$ cat src/rtl/lfsr_keystream_xor_if.sv
// Valid/ready word stream carrying plaintext into, and ciphertext out of, lfsr_keystream_xor.
// The master drives data/valid; the slave drives ready.
interface lfsr_keystream_xor_if #(
   parameter int DATA_W = 8
);
   logic [DATA_W-1:0] data;
   logic              valid;
   logic              ready;

   modport master (output data, output valid, input ready);
   modport slave  (input data, input valid, output ready);
endinterface

$ cat src/rtl/lfsr_keystream_xor.sv
// Seeds an external 26-bit LFSR, skips a warm-up, packs its output bit into key words and XORs
// them onto a valid/ready stream. Defining LFSR_KSX_WORD_CNT_EN adds the word_cnt output port.
module lfsr_keystream_xor #(
   parameter int DATA_W     = 8,
   parameter int FIFO_DEPTH = 4,
   parameter int WARMUP     = 64
) (
   input  logic                clk,
   input  logic                rst_n,
   input  logic                start,
   input  logic [25:0]         seed,
   output logic                lfsr_load,
   output logic [1:26]         lfsr_din,
   input  logic [1:26]         lfsr_q,
   lfsr_keystream_xor_if.slave  s,
   lfsr_keystream_xor_if.master m,
   output logic                running,
   output logic                overflow
`ifdef LFSR_KSX_WORD_CNT_EN
   ,
   output logic [15:0]         word_cnt
`endif
);
   localparam int WARM_CW = (WARMUP > 0) ? $clog2(WARMUP + 1) : 1;
   localparam logic [WARM_CW-1:0] WARM_LAST = (WARMUP > 0) ? WARM_CW'(WARMUP - 1) : '0;
   localparam int BIT_CW = $clog2(DATA_W);
   localparam logic [BIT_CW-1:0] BIT_LAST = BIT_CW'(DATA_W - 1);
   localparam int AW = $clog2(FIFO_DEPTH);

   typedef enum logic [1:0] {IDLE, LOAD, WARM, RUN} state_t;

   state_t              state;
   logic [WARM_CW-1:0]  warm_cnt;
   logic [DATA_W-2:0]   col_q;
   logic [BIT_CW-1:0]   bit_cnt;
   logic [DATA_W-1:0]   fifo_mem [FIFO_DEPTH];
   logic [AW:0]         wr_ptr;
   logic [AW:0]         rd_ptr;
   logic [DATA_W-1:0]   key_word;
   logic [DATA_W-1:0]   head;
   logic                fifo_empty;
   logic                fifo_full;
   logic                word_done;
   logic                pop;
   logic                push;
   logic                unused_lfsr_bits;

   // Only the tail bit of the LFSR is keystream; the rest of the state is deliberately ignored.
   assign unused_lfsr_bits = ^lfsr_q[1:25];

   // The collector holds the previous DATA_W-1 samples, oldest at bit 0, so the completed word
   // puts the first sampled bit in the LSB.
   assign key_word   = {lfsr_q[26], col_q};
   assign head       = fifo_mem[rd_ptr[AW-1:0]];
   assign fifo_empty = (wr_ptr == rd_ptr);
   assign fifo_full  = (wr_ptr[AW] != rd_ptr[AW]) && (wr_ptr[AW-1:0] == rd_ptr[AW-1:0]);
   assign word_done  = running && (bit_cnt == BIT_LAST);
   assign s.ready    = running && !fifo_empty && (!m.valid || m.ready);
   assign pop        = s.valid && s.ready;
   assign push       = word_done && (!fifo_full || pop);

   // NOTE: all state below uses non-blocking assignments so every register samples pre-edge values.
   always_ff @(posedge clk) begin
      if (!rst_n) begin
         state     <= IDLE;
         warm_cnt  <= '0;
         lfsr_load <= 1'b0;
         lfsr_din  <= '0;
         running   <= 1'b0;
      end else if (start) begin
         state     <= LOAD;
         warm_cnt  <= '0;
         lfsr_load <= 1'b1;
         lfsr_din  <= (seed == 26'd0) ? 26'd1 : seed;
         running   <= 1'b0;
      end else begin
         case (state)
            LOAD: begin
               lfsr_load <= 1'b0;
               warm_cnt  <= '0;
               if (WARMUP == 0) begin
                  state   <= RUN;
                  running <= 1'b1;
               end else begin
                  state <= WARM;
               end
            end
            WARM: begin
               if (warm_cnt == WARM_LAST) begin
                  state   <= RUN;
                  running <= 1'b1;
               end else begin
                  warm_cnt <= warm_cnt + 1'b1;
               end
            end
            default: ;
         endcase
      end
   end

   always_ff @(posedge clk) begin
      if (!rst_n || start) begin
         col_q    <= '0;
         bit_cnt  <= '0;
         wr_ptr   <= '0;
         rd_ptr   <= '0;
         overflow <= 1'b0;
         m.valid  <= 1'b0;
         m.data   <= '0;
      end else begin
         if (running) begin
            col_q   <= key_word[DATA_W-1:1];
            bit_cnt <= word_done ? '0 : bit_cnt + 1'b1;
         end
         if (push) wr_ptr <= wr_ptr + 1'b1;
         // The LFSR cannot stall, so a completed word with nowhere to go is lost.
         if (word_done && !push) overflow <= 1'b1;
         if (pop) begin
            rd_ptr  <= rd_ptr + 1'b1;
            m.valid <= 1'b1;
            m.data  <= s.data ^ head;
         end else if (m.ready) begin
            m.valid <= 1'b0;
         end
      end
   end

   // NOTE: the key storage has no reset; the pointers alone decide which entries are valid.
   always_ff @(posedge clk) begin
      if (push) fifo_mem[wr_ptr[AW-1:0]] <= key_word;
   end

`ifdef LFSR_KSX_WORD_CNT_EN
   always_ff @(posedge clk) begin
      if (!rst_n || start) word_cnt <= '0;
      else if (m.valid && m.ready) word_cnt <= word_cnt + 16'd1;
   end
`endif

endmodule

$ cat src/flat_wrapper.sv
// flat-port wrapper written by rule: the top's interface ports become plain ports
module lfsr_keystream_xor_flat 
#(
   parameter int DATA_W     = 8,
   parameter int FIFO_DEPTH = 4,
   parameter int WARMUP     = 64
)
  (clk, rst_n, start, seed, lfsr_load, lfsr_din, lfsr_q, running, overflow, s_data, s_valid, s_ready, m_data, m_valid, m_ready);
  lfsr_keystream_xor_if #(.DATA_W(DATA_W)) s_i ();
  lfsr_keystream_xor_if #(.DATA_W(DATA_W)) m_i ();
  input  logic clk;
  input  logic rst_n;
  input  logic start;
  input  logic [25:0] seed;
  output logic lfsr_load;
  output logic [1:26] lfsr_din;
  input  logic [1:26] lfsr_q;
  output logic running;
  output logic overflow;
  input wire logic [$bits(s_i.data)-1:0] s_data;
  input wire logic [$bits(s_i.valid)-1:0] s_valid;
  output wire logic [$bits(s_i.ready)-1:0] s_ready;
  output wire logic [$bits(m_i.data)-1:0] m_data;
  output wire logic [$bits(m_i.valid)-1:0] m_valid;
  input wire logic [$bits(m_i.ready)-1:0] m_ready;
  assign s_i.data = s_data;
  assign s_i.valid = s_valid;
  assign s_ready = s_i.ready;
  assign m_data = m_i.data;
  assign m_valid = m_i.valid;
  assign m_i.ready = m_ready;
  lfsr_keystream_xor #(.DATA_W(DATA_W), .FIFO_DEPTH(FIFO_DEPTH), .WARMUP(WARMUP)) u_core (.clk(clk), .rst_n(rst_n), .start(start), .seed(seed), .lfsr_load(lfsr_load), .lfsr_din(lfsr_din), .lfsr_q(lfsr_q), .s(s_i), .m(m_i), .running(running), .overflow(overflow));
endmodule
$ cat config.mk
export PLATFORM = sky130hd
export DESIGN_NAME = lfsr_keystream_xor_flat
export DESIGN_NICKNAME = d
export VERILOG_FILES = /design/src/rtl/lfsr_keystream_xor_if.sv /design/src/rtl/lfsr_keystream_xor.sv /design/src/flat_wrapper.sv
export SDC_FILE = /design/constraint.sdc
export NUM_CORES = 1
export LEC_CHECK = 0
export BUFFER_PORTS_ARGS = -buffer_cell sky130_fd_sc_hd__buf_2
export CELL_PAD_IN_SITES_DETAIL_PLACEMENT = 1
export CELL_PAD_IN_SITES_GLOBAL_PLACEMENT = 1
export CORE_AREA = 2 2 108 110
export CTS_CLUSTER_SIZE = 14
export DETAILED_ROUTE_END_ITERATION = 16
export DIE_AREA = 0 0 110 112
export GPL_TIMING_DRIVEN = 0
export HOLD_SLACK_MARGIN = 0.02
export PLACE_DENSITY = 0.7
export SYNTH_ARGS = -nofsm -noshare
export SYNTH_HDL_FRONTEND = slang
export SYNTH_SLANG_ARGS = --single-unit
$ cat constraint.sdc
create_clock -name clk -period 1.6 [get_ports clk]
set_input_delay 0.16 -clock clk [delete_from_list [all_inputs] [get_ports clk]]
set_output_delay 0.16 -clock clk [all_outputs]
set_load 0.01 [all_outputs]
# Yosys cells after proc, flatten, opt, wreduce, memory -nomap -nowiden
# Memories as Yosys holds them, arrays and structs flattened. A register that Yosys moved wholly into a read port is not among the register bits.
# Cells that the tools add are included.
# op_classes
add_sub_neg	4
bitwise_logic	2
n_eq_ne	10
n_mux	15
n_reduce_logical	25
# op_table
op	n
$logic_not 26->1	1
$mux 26	1
$pmux 7 s2	1
$add 3x1->3 const B	3
$reduce_and 2->1	4
$xor 8x8->8	1
$add 7x1->7 const B	1
$eq 7x6->1 const B	1
$logic_and 1x1->1	7
$mux 1	7
$mux 7	1
$mux 2	3
$reduce_bool 2->1	3
$logic_not 1->1	5
$pmux 2 s2	1
$eq 3x3->1	1
$eq 3x3->1 const B	1
$logic_or 1x1->1	3
$mux 3	1
$ne 3x2->1 const B	1
$reduce_bool 3->1	1
$eq 2x1->1 const B	1
$eq 2x2->1	1
$eq 2x2->1 const B	1
other kinds (5)	5
# totals
output_inout_bits	39
wordCells	70
regBits	63
mem_bits_rw	32
in_bits	65
mem_count	1
# mem_list
memory	words	width	rd	rd_clocked_by_memory_dff	write_ports	line_no	source
u_core.fifo_mem	4	8	1	1	1	lfsr_keystream_xor.sv:36	logic [DATA_W-1:0] fifo_mem [FIFO_DEPTH];

# Longest topological paths before layout
# logic_depth
word_depth	9
mapped_depth	6
ltp_nobuf	6

# Worst setup path after synthesis
# OpenSTA, ideal clock, no wires.
# synth_timing
path_kind	reg-to-reg
startpoint	register u_core.running
endpoint	memory u_core.fifo_mem[3][0], enable pin
path_stages_with_launch	5
path_buffers	2
period_less_slack_ps	1836
t_required_ps	1218
setup_time_ps	382
arrival_ps	1455
slack_ps	-236
path_cell_list	dfxtp_1 -> buf_2 -> nand3_1 -> clkbuf_1 -> a31oi_1
# synth_between
elab_chain_cells	7
elab_cells_between_ends	8
classes_between	mux: 2; reduce/logical: 6
# synth_rtl
item	line_no	source
from (decl)	lfsr_keystream_xor.sv:17	output logic running,
from (signal assigned)	lfsr_keystream_xor.sv:69	running <= 1'b0;
from (signal assigned)	lfsr_keystream_xor.sv:75	running <= 1'b0;
from (signal assigned)	lfsr_keystream_xor.sv:83	running <= 1'b1;
$logic_and 1x1->1 (2 in a row)	lfsr_keystream_xor.sv:58	assign s.ready = running && !fifo_empty && (!m.valid || m.ready);
$logic_and 1x1->1	lfsr_keystream_xor.sv:59	assign pop = s.valid && s.ready;
$logic_or 1x1->1	lfsr_keystream_xor.sv:60	assign push = word_done && (!fifo_full || pop);
$logic_and 1x1->1 (*)	lfsr_keystream_xor.sv:60	
$mux 1 (*)	lfsr_keystream_xor.sv:130	if (push) fifo_mem[wr_ptr[AW-1:0]] <= key_word;
$mux 1 (implied by the code) (*)	lfsr_keystream_xor.sv:130	
to (decl)	lfsr_keystream_xor.sv:36	
# Every way passes the cells marked *; elsewhere a longest branch is shown, timed or not.

# Final worst setup path
# layout_timing
startpoint	register u_core.rd_ptr[1]
endpoint	output s_ready
# layout_between
elab_chain_cells	4
# layout_rtl
item	line_no	source
from (decl)	lfsr_keystream_xor.sv:38	logic [AW:0] rd_ptr;
from (signal assigned)	lfsr_keystream_xor.sv:119	rd_ptr <= rd_ptr + 1'b1;
$eq 3x3->1	lfsr_keystream_xor.sv:55	assign fifo_empty = (wr_ptr == rd_ptr);
$logic_not 1->1	lfsr_keystream_xor.sv:58	
$logic_and 1x1->1 (2 in a row)	lfsr_keystream_xor.sv:58	
to (decl)	flat_wrapper.sv:22	output wire logic [$bits(s_i.ready)-1:0] s_ready;
# Every way passes these cells.

==> flow_summary.toml <==
[final_layout]
design.final.nets = 517
area_growth_syn_to_layout_pct = 29.2
drive_gt1_share_pct = 34.1
antenna-diode-count = 0
layout.cells.non_filler = 592

[grt]
grt.met3_usage_pct = 6.62
grt_most_used_layer = "met2"
grt_antenna_before_repair = 0
gr-usage-met1_pct = 20.5
grt_first_pass_wirelength_um = 15700
first_global_vias = 3151
maximum_number_of_pins_on_one_net_before_global_route_repair = 17
gr-usage-all-layers_pct = 16.9
grt_met2_usage_pct = 27.4
gr-total-overflow = 0

[synth]
postSynthCellCount = 342
proportion_of_synthesized_chip_area_in_sequential_cells_pct = 56.3
synth.top_cells.by_area = "dfxtp_1, edfxtp_1, mux2i_1, nor2b_1, mux4_2"
synth.ff_latch_count = 97
synth_area_mm2 = 0.00402
post_synth.cell_area_avg_um2 = 11.7
synth_fp_nets = 415
synth_largest_type_area_fraction_pct = 32.4
yosysWarnings = 0
synth_top_area_cell = "dfxtp_1"
netlist-cell-type-count = 42

[detailed_routing]
route.detailed.drc = 0
detail_route.iter0.violations = 161
final_antenna_net_count = 0
route.vias.total = 2948
wire_per_inst_um = 16.7
number_of_vias_per_cell = 4.98
drt-total-wl_um = 9900
firstDrtPassIters = 4

[floorplanning]
die-height_um = 112
fp.dieArea_mm2 = 0.0123
core_box_area_mm2 = 0.0112
initial_cell_density_of_the_core_pct = 35.9
die_w_um = 110
placementRows = 39
ios = 104

[pwr]
power_frac_comb_pct = 5.9
power.share.sequential_pct = 51.4
worst_ir_drop_vdd_mv = 0.674
clockPowerShare_pct = 42.7
power.share.switching_pct = 22.5
total_leakage_power_uw = 0.00201
switching_pwr_uw = 1130
internal-power_uw = 3890
p_per_area_mw_per_mm2 = 967

[critical_path]
required_ns = 1.44
crit_path_max_fanout = 3
kind_of_launch_point_of_the_worst_setup_path = "flip-flop"
setup.worst_path.end_class = "output pin"
worst-endpoint-arrival_ns = 1.50
internal_reg_to_reg_setup_slack_ns = -0.05
criticalPathCategory = "flip-flop to output pin"

[placed_design]
place.port_buffers = 78
gpl.final_weighted_congestion = 0.765
inst_count_dp = 563
place_worst_setup_slack_ns = -0.376
hpwlAfterDp_um = 6710

[cts]
clock_latency_ns = 0.35
cts-htree-levels = 3
clock_sink_count = 97
tritoncts.num_buffers = 9
clock_path_buffers = 2
cts_root_buffer = "clkbuf_16"
clock_tree_from_tritoncts = "yes"
cts.reportedPaths.clkPinSlew_ns = 0.07

[timing]
final_critical_path_setup_slack_ns = -0.0622
final.setup_skew_ns = 0.00992
max_clock_freq_mhz = 602
period_minus_slack_ns = 1.66
finalHoldViolCount = 0
grt_setup_unrepaired = "yes"
worst_tran_pin_value_ns = 0.594
final.period_utilization_pct = 104
worst_slew_margin_rel_pct = 60.4
final-max-slew-violation-count = 0
setup_viol = 9

[run_status]
run_status = "complete, but fails checks"
failing_checks = "setup timing"

[run]
drv.max_cap_violation_count = 0

[min_path]
min_path_type = "primary input to flip-flop"
==> what timing repair did <==
item | CTS | global route
endpoints found under the setup margin | 49 | 51
hold buffers | 0 | 0
endpoints found under the hold margin | 0 | 0
gates resized for setup | 31 | 23
pin swaps | 11 | 9
setup buffers | 9 | 4
==> synthesized netlist by cell type <==
library cell  instances
a211o_1               1
a211oi_1              1
a21oi_1              18
a2bb2oi_1             1
a311oi_1              1
a31o_2                1
a31oi_1               4
a41oi_1               3
and2_1                6
and3_1                1
buf_2                 6
buf_6                 2
clkbuf_1             12
clkbuf_2              1
dfxtp_1              65
edfxtp_1             32
ha_1                  8
inv_1                 3
mux2i_1              37
mux4_1                3
mux4_2                5
nand2_1              15
nand2b_1              5
nand3_1               4
nand3b_1              2
nand4_1               4
nand4b_1              1
nor2_1               24
nor2b_1              28
nor3_1                1
nor3_2                1
nor4_1                6
o211ai_1              2
o21a_1                1
o21ai_0              13
o21ai_1               1
o31ai_1               1
or3_1                 9
or4_1                 2
xnor2_1               8
xor2_1                2
xor2_2                1
==> power groups by stage <==
stage	logic [uW]	registers (uW)	clock network, uW
floorplan	132	2670	0
global placement	291	2640	0
detailed placement	297	2650	0
CTS	298	2590	2200
global route	327	2590	2300
finish	295	2580	2140
==> layout make-up <==
type | count | area, um^2
multi-input combinational | 221 | 1780
sequential | 97 | 2290
clock inverter | 3 | 22.5
tap | 143 | 179
clock buffer | 13 | 272
buffer | 21 | 131
inverter | 3 | 11.3
timing repair buffer | 91 | 507
fill | 1233 | 5990
==> through the flow <==
stage	power [uW]	TNS, ns	area (um^2)	hold WS [ns]	utilization, %
after global placement	2940	-9.43	4610	0.406	41.2
after floorplan	2800	-0.0579	4040	0.259	-
after detailed placement	2940	-11.02	4610	0.402	41.2
after global routing	5210	-1.11	5190	0.0346	46.4
final	5020	-0.321	5190	0.0379	46.4
after CTS	5090	-0.383	5070	0.0249	45.4
==> cell families after synthesis <==
kind of cell             count (synthesis)  synth area share [%]
AND/OR/NAND/NOR                        109                  14.7
adder cells (fa/ha/maj)                  8                  2.49
AO/OA/AOI/OAI                           48                  7.07
multiplexers                            45                  14.0
flip-flops                              97                  56.3
XOR/XNOR                                11                  2.59
buffers and inverters                   24                  2.84
==> placed cells by master, fill, tap and decap left out, drive strengths merged, types with 5 or more instances in the layout <==
cell type / instances
ha: 8
clkbuf: 25
nor4: 6
dfxtp: 65
nand2b: 5
or3: 9
xnor2: 8
and2: 6
mux2i: 37
nor2b: 28
nor2: 24
nand2: 15
edfxtp: 32
buf: 100
o21ai: 14
a21oi: 18
mux4: 8
==> critical path: stages (launching register included) <==
cell and delay (ns):
dfxtp_4 0.37, xor2_4 0.20, nor3_4 0.22, buf_6 0.13, buf_8 0.10, nor2_4 0.03, buf_6 0.11
==> layer usage <==
layer	share of wire (%)	up-vias
met2	48	91
met4	1.6	0
li1	-	1437
met1	44	1410
met5	0	-
met3	6.9	10
==> path summary, 6_finish.rpt <==
path	start	to	depth (start not counted)
setup reg to reg	flip-flop	u_core.m.data[0]$_SDFFE_PP0P_	5
hold / removal	lfsr_q[26]	u_core.fifo_mem[2][7]$_DFFE_PP_	1
hold reg to reg	u_core.warm_cnt[6]$_SDFFE_PP0P_	u_core.warm_cnt[6]$_SDFFE_PP0P_	2
setup / recovery	u_core.rd_ptr[1]$_SDFFE_PP0P_	s_ready	6
==> flip-flops by register name, summed over array words and instances (netlist names), named ones only <==
signal            flops
u_core.rd_ptr         3
u_core.warm_cnt       7
u_core.m.valid        1
u_core.col_q          7
u_core.m.data         8
u_core.wr_ptr         3
u_core.overflow       1
u_core.lfsr_load      1
u_core.running        1
u_core.fifo_mem      32
u_core.lfsr_din      26
u_core.state          2
u_core.bit_cnt        3
Power figures use the tool's default switching activity.
